### config.mk
export PLATFORM = sky130hd
export DESIGN_NAME = flappy_game_ctrl_flat
export DESIGN_NICKNAME = d
export VERILOG_FILES = /design/src/rtl/flappy_pkg.sv /design/src/rtl/flappy_game_ctrl_if.sv /design/src/rtl/flappy_game_ctrl_tick_gen.sv /design/src/rtl/flappy_game_ctrl.sv /design/src/flat_wrapper.sv
export SDC_FILE = /design/constraint.sdc
export NUM_CORES = 1
export LEC_CHECK = 0
export ABC_AREA = 1
export ABC_CLOCK_PERIOD_IN_PS = 1700
export BUFFER_PORTS_ARGS = -buffer_cell sky130_fd_sc_hd__buf_2
export CAP_MARGIN = 20
export CORE_MARGIN = 8
export CORE_UTILIZATION = 45
export DETAILED_ROUTE_END_ITERATION = 10
export PLACE_DENSITY = 0.73
export SETUP_SLACK_MARGIN = 0.3
export SLEW_MARGIN = 10
export SYNTH_ARGS = -nofsm -noshare
export SYNTH_HDL_FRONTEND = slang
export SYNTH_SLANG_ARGS = --single-unit
### constraint.sdc
create_clock -name clk -period 1.7 [get_ports clk]
set_input_delay 0 -clock clk [delete_from_list [all_inputs] [get_ports clk]]
set_output_delay 0 -clock clk [all_outputs]
set_load 0.1 [all_outputs]
### src/rtl/flappy_pkg.sv
// Shared types and defaults for the FlappyBird game sequencer.
// Holds the game state encoding, score width and timing defaults.
package flappy_pkg;

   localparam int unsigned SCORE_W         = 7;
   localparam int unsigned TICK_DIV_DEF    = 4166666;
   localparam int unsigned DEATH_TICKS_DEF = 24;

   typedef enum logic [2:0] {
      READY = 3'd0,
      START = 3'd1,
      PLAY  = 3'd2,
      DYING = 3'd3,
      OVER  = 3'd4
   } game_state_t;

endpackage

### src/rtl/flappy_game_ctrl_if.sv
// Game sequencer bundle: button/collision inputs and control outputs.
// master = sequencer side (drives controls), slave = game datapath side.
interface flappy_game_ctrl_if;
   import flappy_pkg::*;

   logic               flap;
   logic               game_over;
   logic [SCORE_W-1:0] score;
   logic               game_clr;
   logic               run_en;
   logic               frame_tick;
   logic               step;
   logic               flap_pulse;
   logic [2:0]         state;
   logic [SCORE_W-1:0] high_score;

   modport master (
      input  flap, game_over, score,
      output game_clr, run_en, frame_tick, step,
      output flap_pulse, state, high_score
   );

   modport slave (
      output flap, game_over, score,
      input  game_clr, run_en, frame_tick, step,
      input  flap_pulse, state, high_score
   );

endinterface

### src/rtl/flappy_game_ctrl_tick_gen.sv
// Free-running frame divider: tick is high for one cycle after the count
// reaches DIV-1. Ports: clk, reset (async active-low), tick.
module tick_gen #(
   parameter int unsigned DIV = 4
) (
   input  logic clk,
   input  logic reset,
   output logic tick
);

   localparam int unsigned W = (DIV > 2) ? $clog2(DIV) : 1;
   localparam logic [W-1:0] LAST = W'(DIV - 1);

   logic [W-1:0] cnt_q, cnt_d;
   logic         tick_q, tick_d;

   always_comb begin
      cnt_d  = (cnt_q == LAST) ? '0 : cnt_q + 1'b1;
      tick_d = (cnt_q == LAST);
   end

   always_ff @(posedge clk or negedge reset) begin
      if (!reset) begin
         cnt_q  <= '0;
         tick_q <= 1'b0;
      end else begin
         cnt_q  <= cnt_d;
         tick_q <= tick_d;
      end
   end

   assign tick = tick_q;

endmodule

### src/rtl/flappy_game_ctrl.sv
// FlappyBird game sequencer: start/flap/restart FSM, run gating, high score.
// Ports: clk, reset (async active-low), bus (flappy_game_ctrl_if.master).
// Optional FLAPPY_HIGHSCORE_EN builds the session high-score register.
module flappy_game_ctrl
   import flappy_pkg::*;
#(
   parameter int unsigned TICK_DIV    = TICK_DIV_DEF,
   parameter int unsigned DEATH_TICKS = DEATH_TICKS_DEF
) (
   input  logic               clk,
   input  logic               reset,
   flappy_game_ctrl_if.master bus
);

   game_state_t state_q, state_d;
   logic [7:0]  death_cnt_q, death_cnt_d;
   logic        flap_q;
   logic        game_clr_q, game_clr_d;
   logic        run_en_q, run_en_d;
   logic        flap_pulse_q, flap_pulse_d;
   logic        frame_tick;
   logic        rise;

   tick_gen #(.DIV(TICK_DIV)) u_tick (
      .clk   (clk),
      .reset (reset),
      .tick  (frame_tick)
   );

   assign rise = bus.flap & ~flap_q;

   always_ff @(posedge clk or negedge reset) begin
      if (!reset) begin
         state_q      <= READY;
         death_cnt_q  <= '0;
         flap_q       <= 1'b0;
         game_clr_q   <= 1'b0;
         run_en_q     <= 1'b0;
         flap_pulse_q <= 1'b0;
      end else begin
         state_q      <= state_d;
         death_cnt_q  <= death_cnt_d;
         flap_q       <= bus.flap;
         game_clr_q   <= game_clr_d;
         run_en_q     <= run_en_d;
         flap_pulse_q <= flap_pulse_d;
      end
   end

   // Zero check precedes the decrement, so DEATH_TICKS=0 is one cycle.
   always_comb begin
      state_d     = state_q;
      death_cnt_d = death_cnt_q;
      unique case (state_q)
         READY: if (rise) state_d = START;
         START: state_d = PLAY;
         PLAY: begin
            if (bus.game_over) begin
               state_d     = DYING;
               death_cnt_d = 8'(DEATH_TICKS);
            end
         end
         DYING: begin
            if (death_cnt_q == 8'd0)
               state_d = OVER;
            else if (frame_tick)
               death_cnt_d = death_cnt_q - 8'd1;
         end
         OVER: if (rise) state_d = START;
         default: state_d = READY;
      endcase
   end

   // Outputs are decoded from the next state so they line up with it.
   always_comb begin
      game_clr_d   = (state_d == START);
      run_en_d     = (state_d == PLAY);
      flap_pulse_d = (state_q == PLAY) & rise & ~bus.game_over;
   end

`ifdef FLAPPY_HIGHSCORE_EN
   logic [SCORE_W-1:0] high_score_q, high_score_d;

   always_comb begin
      high_score_d = high_score_q;
      if (state_q == DYING && state_d == OVER &&
          bus.score > high_score_q)
         high_score_d = bus.score;
   end

   always_ff @(posedge clk or negedge reset) begin
      if (!reset) high_score_q <= '0;
      else        high_score_q <= high_score_d;
   end

   assign bus.high_score = high_score_q;
`else
   logic unused_score;
   assign unused_score   = ^bus.score;
   assign bus.high_score = '0;
`endif

   assign bus.game_clr   = game_clr_q;
   assign bus.run_en     = run_en_q;
   assign bus.frame_tick = frame_tick;
   assign bus.step       = frame_tick & run_en_q;
   assign bus.flap_pulse = flap_pulse_q;
   assign bus.state      = state_q;

endmodule

### src/flat_wrapper.sv
// flat-port wrapper written by rule: the top's interface ports become plain ports
module flappy_game_ctrl_flat import flappy_pkg::*;
#(
   parameter int unsigned TICK_DIV    = TICK_DIV_DEF,
   parameter int unsigned DEATH_TICKS = DEATH_TICKS_DEF
)
  (clk, reset, bus_flap, bus_game_over, bus_score, bus_game_clr, bus_run_en, bus_frame_tick, bus_step, bus_flap_pulse, bus_state, bus_high_score);
  flappy_game_ctrl_if bus_i ();
  input  logic clk;
  input  logic reset;
  input wire logic [$bits(bus_i.flap)-1:0] bus_flap;
  input wire logic [$bits(bus_i.game_over)-1:0] bus_game_over;
  input wire logic [$bits(bus_i.score)-1:0] bus_score;
  output wire logic [$bits(bus_i.game_clr)-1:0] bus_game_clr;
  output wire logic [$bits(bus_i.run_en)-1:0] bus_run_en;
  output wire logic [$bits(bus_i.frame_tick)-1:0] bus_frame_tick;
  output wire logic [$bits(bus_i.step)-1:0] bus_step;
  output wire logic [$bits(bus_i.flap_pulse)-1:0] bus_flap_pulse;
  output wire logic [$bits(bus_i.state)-1:0] bus_state;
  output wire logic [$bits(bus_i.high_score)-1:0] bus_high_score;
  assign bus_i.flap = bus_flap;
  assign bus_i.game_over = bus_game_over;
  assign bus_i.score = bus_score;
  assign bus_game_clr = bus_i.game_clr;
  assign bus_run_en = bus_i.run_en;
  assign bus_frame_tick = bus_i.frame_tick;
  assign bus_step = bus_i.step;
  assign bus_flap_pulse = bus_i.flap_pulse;
  assign bus_state = bus_i.state;
  assign bus_high_score = bus_i.high_score;
  flappy_game_ctrl #(.TICK_DIV(TICK_DIV), .DEATH_TICKS(DEATH_TICKS)) u_core (.clk(clk), .reset(reset), .bus(bus_i));
endmodule
==> summary.md <==
| Metric | Value |
|---|---|
| Worst-margin pin slew | `0.5591 ns` |
| NetSw | `about 1.4 mW` |
| Crit path max fanout | `7` |
| F_max | `735.4 MHz` |
| Count of flip-flops with a built-in enable after synthesis | `0` |
| Share of cells above drive strength 1 | `0.2760` |
| Sequential Power Share | `0.378` |
| Worst path required time | `between 1.5 and 2 ns` |
| Post-DRT Antenna Nets | `0` |
| Pwr Total | `around 3.1 mW` |
| Vias in the first global route | `1819` |
| Die ar. | `7309 um2` |
| Register area | `973.4 um2` |
| Syn Inst Count | `about 300` |
| Max-cap check violation count | `0` |
| RSZ-0062 raised after global routing | `yes` |
| Dpl hpwl | `3.258 mm` |
| Area Growth Syn to Fin | `23.20%` |
| DRT Wirelength | `around 4.6 mm` |
| Largest cells by area after synthesis | `dfrtp_1, nand2_1, nor2_1` |
| CORE AREA | `4692 um2` |
| Synth Flop Type | `dfrtp_1` |
| CP arrival | `1.59 ns` |
| Flops & latches, synth | `38` |
| Register area share after synthesis | `0.4375` |
| Post-DR vias/cell | `4.977` |
| Pin count of the biggest net entering global routing | `26` |
| Pins Over Slew Limit | `0` |
| I/O Buffers | `11` |
| Synth Cell Area | `approximately 2200 um2` |
| Synth cell types | `23` |
| End of the worst register-to-register path | `u_core.u_tick.cnt_q[21]$_DFF_PN0_` |
| Rel. slew slack | `0.6273` |
| Row Count | `25` |
| FILL cells | `around 430` |
| Clock power frac | `0.208` |
| Logic pwr share | `0.414` |
| DIE HEIGHT | `85.50 um` |
| Sink Count | `38` |
| Internal | `1.745 mW` |
| Crit path kind | `flop to flop` |
| Worst R2R Path Depth | `8` |
| Inserted Diodes | `0` |
| Gpl congestion | `0.8867` |
| Detailed Route Iter0 Violations | `103` |
| Leading area contributor after synthesis | `dfrtp_1` |
| Final Hold Viols | `0` |
| Most numerous cell in the Yosys netlist | `nand2_1` |
| Crit. End Element | `flop` |
| FF-to-FF setup slack | `0.34 ns` |
| Critical Path Start Type | `flop` |
| CTS buffer count | `5` |
| R2R Path Start | `u_core.u_tick.cnt_q[0]$_DFF_PN0_` |
| Per-cell routed wire length | `11.86 um` |
| Total track usage | `0.1327` |
| Longest Clk Path Bufs | `2` |
| Mean Syn Cell Area | `around 7.2 um2` |
| Vias | `1946` |
| Fin crit period | `around 1.4 ns` |
| Synth async-reset ratio | `1.000` |
| Starting Density | `0.4632` |
| Top cells by count, synth | `nand2_1, nor2_1, inv_1, dfrtp_1, nand3_1` |
| Root Driver | `clkbuf_8` |
| Die width | `about 85 um` |
| Area share of the leading cell type in the synthesized netlist | `0.4375` |
| Area used by multi-input combinational logic | `1166 um2` |
| Setup Viol. Count Final | `0` |
| First-pass GRT wire length | `7.893 mm` |
| Setup TNS after final layout | `0 ns` |
| NumNets Final | `350` |
| Clock transition at path regs | `0.07 ns` |
| Clk_skew | `about 0.0065 ns` |
| Status | `complete, no violations` |
| Worst skew pair latency | `between 0.2 and 0.3 ns` |
| CTS tree | `yes` |
| Crit share post-route | `0.7998` |
| Initial antenna violation count | `0` |
| IO Count | `26` |
| DR pass1 iterations | `4` |
| Yosys warning count | `0` |
| Grt ovf | `0` |
| Pwr dens | `1169 nW/um2` |
| Htree depth | `2` |
| DR DRC count | `0` |
| Peak supply drop | `just over 0.7 mV` |
| P_leak | `1.303 nW` |
| Worst Hold Class | `input pin to async pin` |
| Sw frac | `0.4428` |
logic make-up after synthesis:
family                   after synthesis  synth area share
AND/OR/NAND/NOR                      178            0.3552
adder cells (fa/ha/maj)                3           0.01727
AO/OA/AOI/OAI                         18           0.04145
buffers and inverters                 55            0.1105
XOR/XNOR                               9           0.03627
flip-flops                            38            0.4375
other                                  1          0.001725
worst max-delay path, stage by stage (launching register included):
cell,delay [ns]
dfrtp_2,0.43
buf_4,0.13
nand3_2,0.14
nor2_4,0.23
buf_4,0.14
nand2_1,0.04
nand2_1,0.05
nand2_1,0.04
nor2_1,0.09
power groups by stage:
| stage | clock network [mW] | registers, mW | logic (mW) |
|---|---|---|---|
| after global placement | 0 | 1.19 | 1.13 |
| after global routing | 0.713 | 1.20 | 1.43 |
| after floorplan | 0 | 1.51 | 0.669 |
| final | 0.653 | 1.18 | 1.30 |
| after CTS | 0.681 | 1.18 | 1.24 |
| after detailed placement | 0 | 1.19 | 1.16 |
worst max-delay path by stage:
stage,end,start,slack [ns],depth (start not counted)
floorplan,u_core.death_cnt_q[3]$_DFFE_PN0P_,u_core.bus.state[2]$_DFF_PN0_,0.22,9
global placement,u_core.u_tick.cnt_q[20]$_DFF_PN0_,u_core.u_tick.cnt_q[3]$_DFF_PN0_,0.19,7
detailed placement,u_core.u_tick.cnt_q[20]$_DFF_PN0_,u_core.u_tick.cnt_q[0]$_DFF_PN0_,0.19,6
CTS,u_core.u_tick.cnt_q[15]$_DFF_PN0_,u_core.u_tick.cnt_q[0]$_DFF_PN0_,0.30,7
global route,u_core.u_tick.cnt_q[18]$_DFF_PN0_,u_core.u_tick.cnt_q[3]$_DFF_PN0_,0.21,5
finish,u_core.u_tick.cnt_q[21]$_DFF_PN0_,u_core.u_tick.cnt_q[0]$_DFF_PN0_,0.34,8
cells in the final DEF, fill, tap and decap left out, drive strengths merged:
cell type    netlist  layout
inv               47      47
clkinvlp           0       1
dfrtp             38      38
a21oi              6       6
nor3b              1       1
clkinv             0       1
conb               1       7
ha                 3       3
dlygate4sd3        0       3
nand4              9       9
or2                2       2
buf                8      25
o21ai             12      12
xor2               5       5
nand2             85      86
nor3               2       2
clkbuf             0       6
nand3             18      18
nor2              61      61
xnor2              4       4
cell type report:
class,count,share of cell area
multi-input combinational,216,0.4355
sequential,38,0.3636
timing repair buffer,28,0.07243
inverter,47,0.06776
clock buffer,6,0.03084
tap,54,0.02523
clock inverter,2,0.004673
per-stage QoR:
step | instances | hold slack (ns) | util | setup WS (ns) | area [um2]
2_1_floorplan | 308 | -0.2956 | - | 0.2232 | 2225
3_3_place_gp | 367 | 0.02130 | 0.4899 | 0.1909 | 2298
3_5_place_dp | 367 | 0.02923 | 0.4899 | 0.1887 | 2298
4_1_cts | 382 | 0.2356 | 0.5312 | 0.2983 | 2492
5_1_grt | 391 | 0.2862 | 0.5707 | 0.2139 | 2678
6_report | 391 | 0.2217 | 0.5707 | 0.3403 | 2678
metal layers:
metal	up-vias	routed length, um	part of all wire	track usage
met1	912	2177	0.47	0.1664
met3	9	220	0.047	0.02961
met4	0	80	0.017	0.05255
met5	-	0	0	0
met2	42	2162	0.47	0.2158
li1	983	-	-	-
sequential cells by signal (all words and copies together) (netlist names):
name,flops
u_core.u_tick.cnt_q,22
u_core.death_cnt_q,8
u_core.bus.state,3
u_core.bus.flap_pulse,1
u_core.bus.game_clr,1
u_core.bus.run_en,1
u_core.flap_q,1
u_core.u_tick.tick,1
what timing repair did:
action | CTS | global route
setup endpoints to repair | 21 | 26
pin swaps | 4 | 18
hold buffers | 3 | 0
hold endpoints to repair | 26 | 0
buffers inserted | 4 | 8
cloned | 0 | 1
resized for setup | 10 | 39
Power figures use the tool's default switching activity.
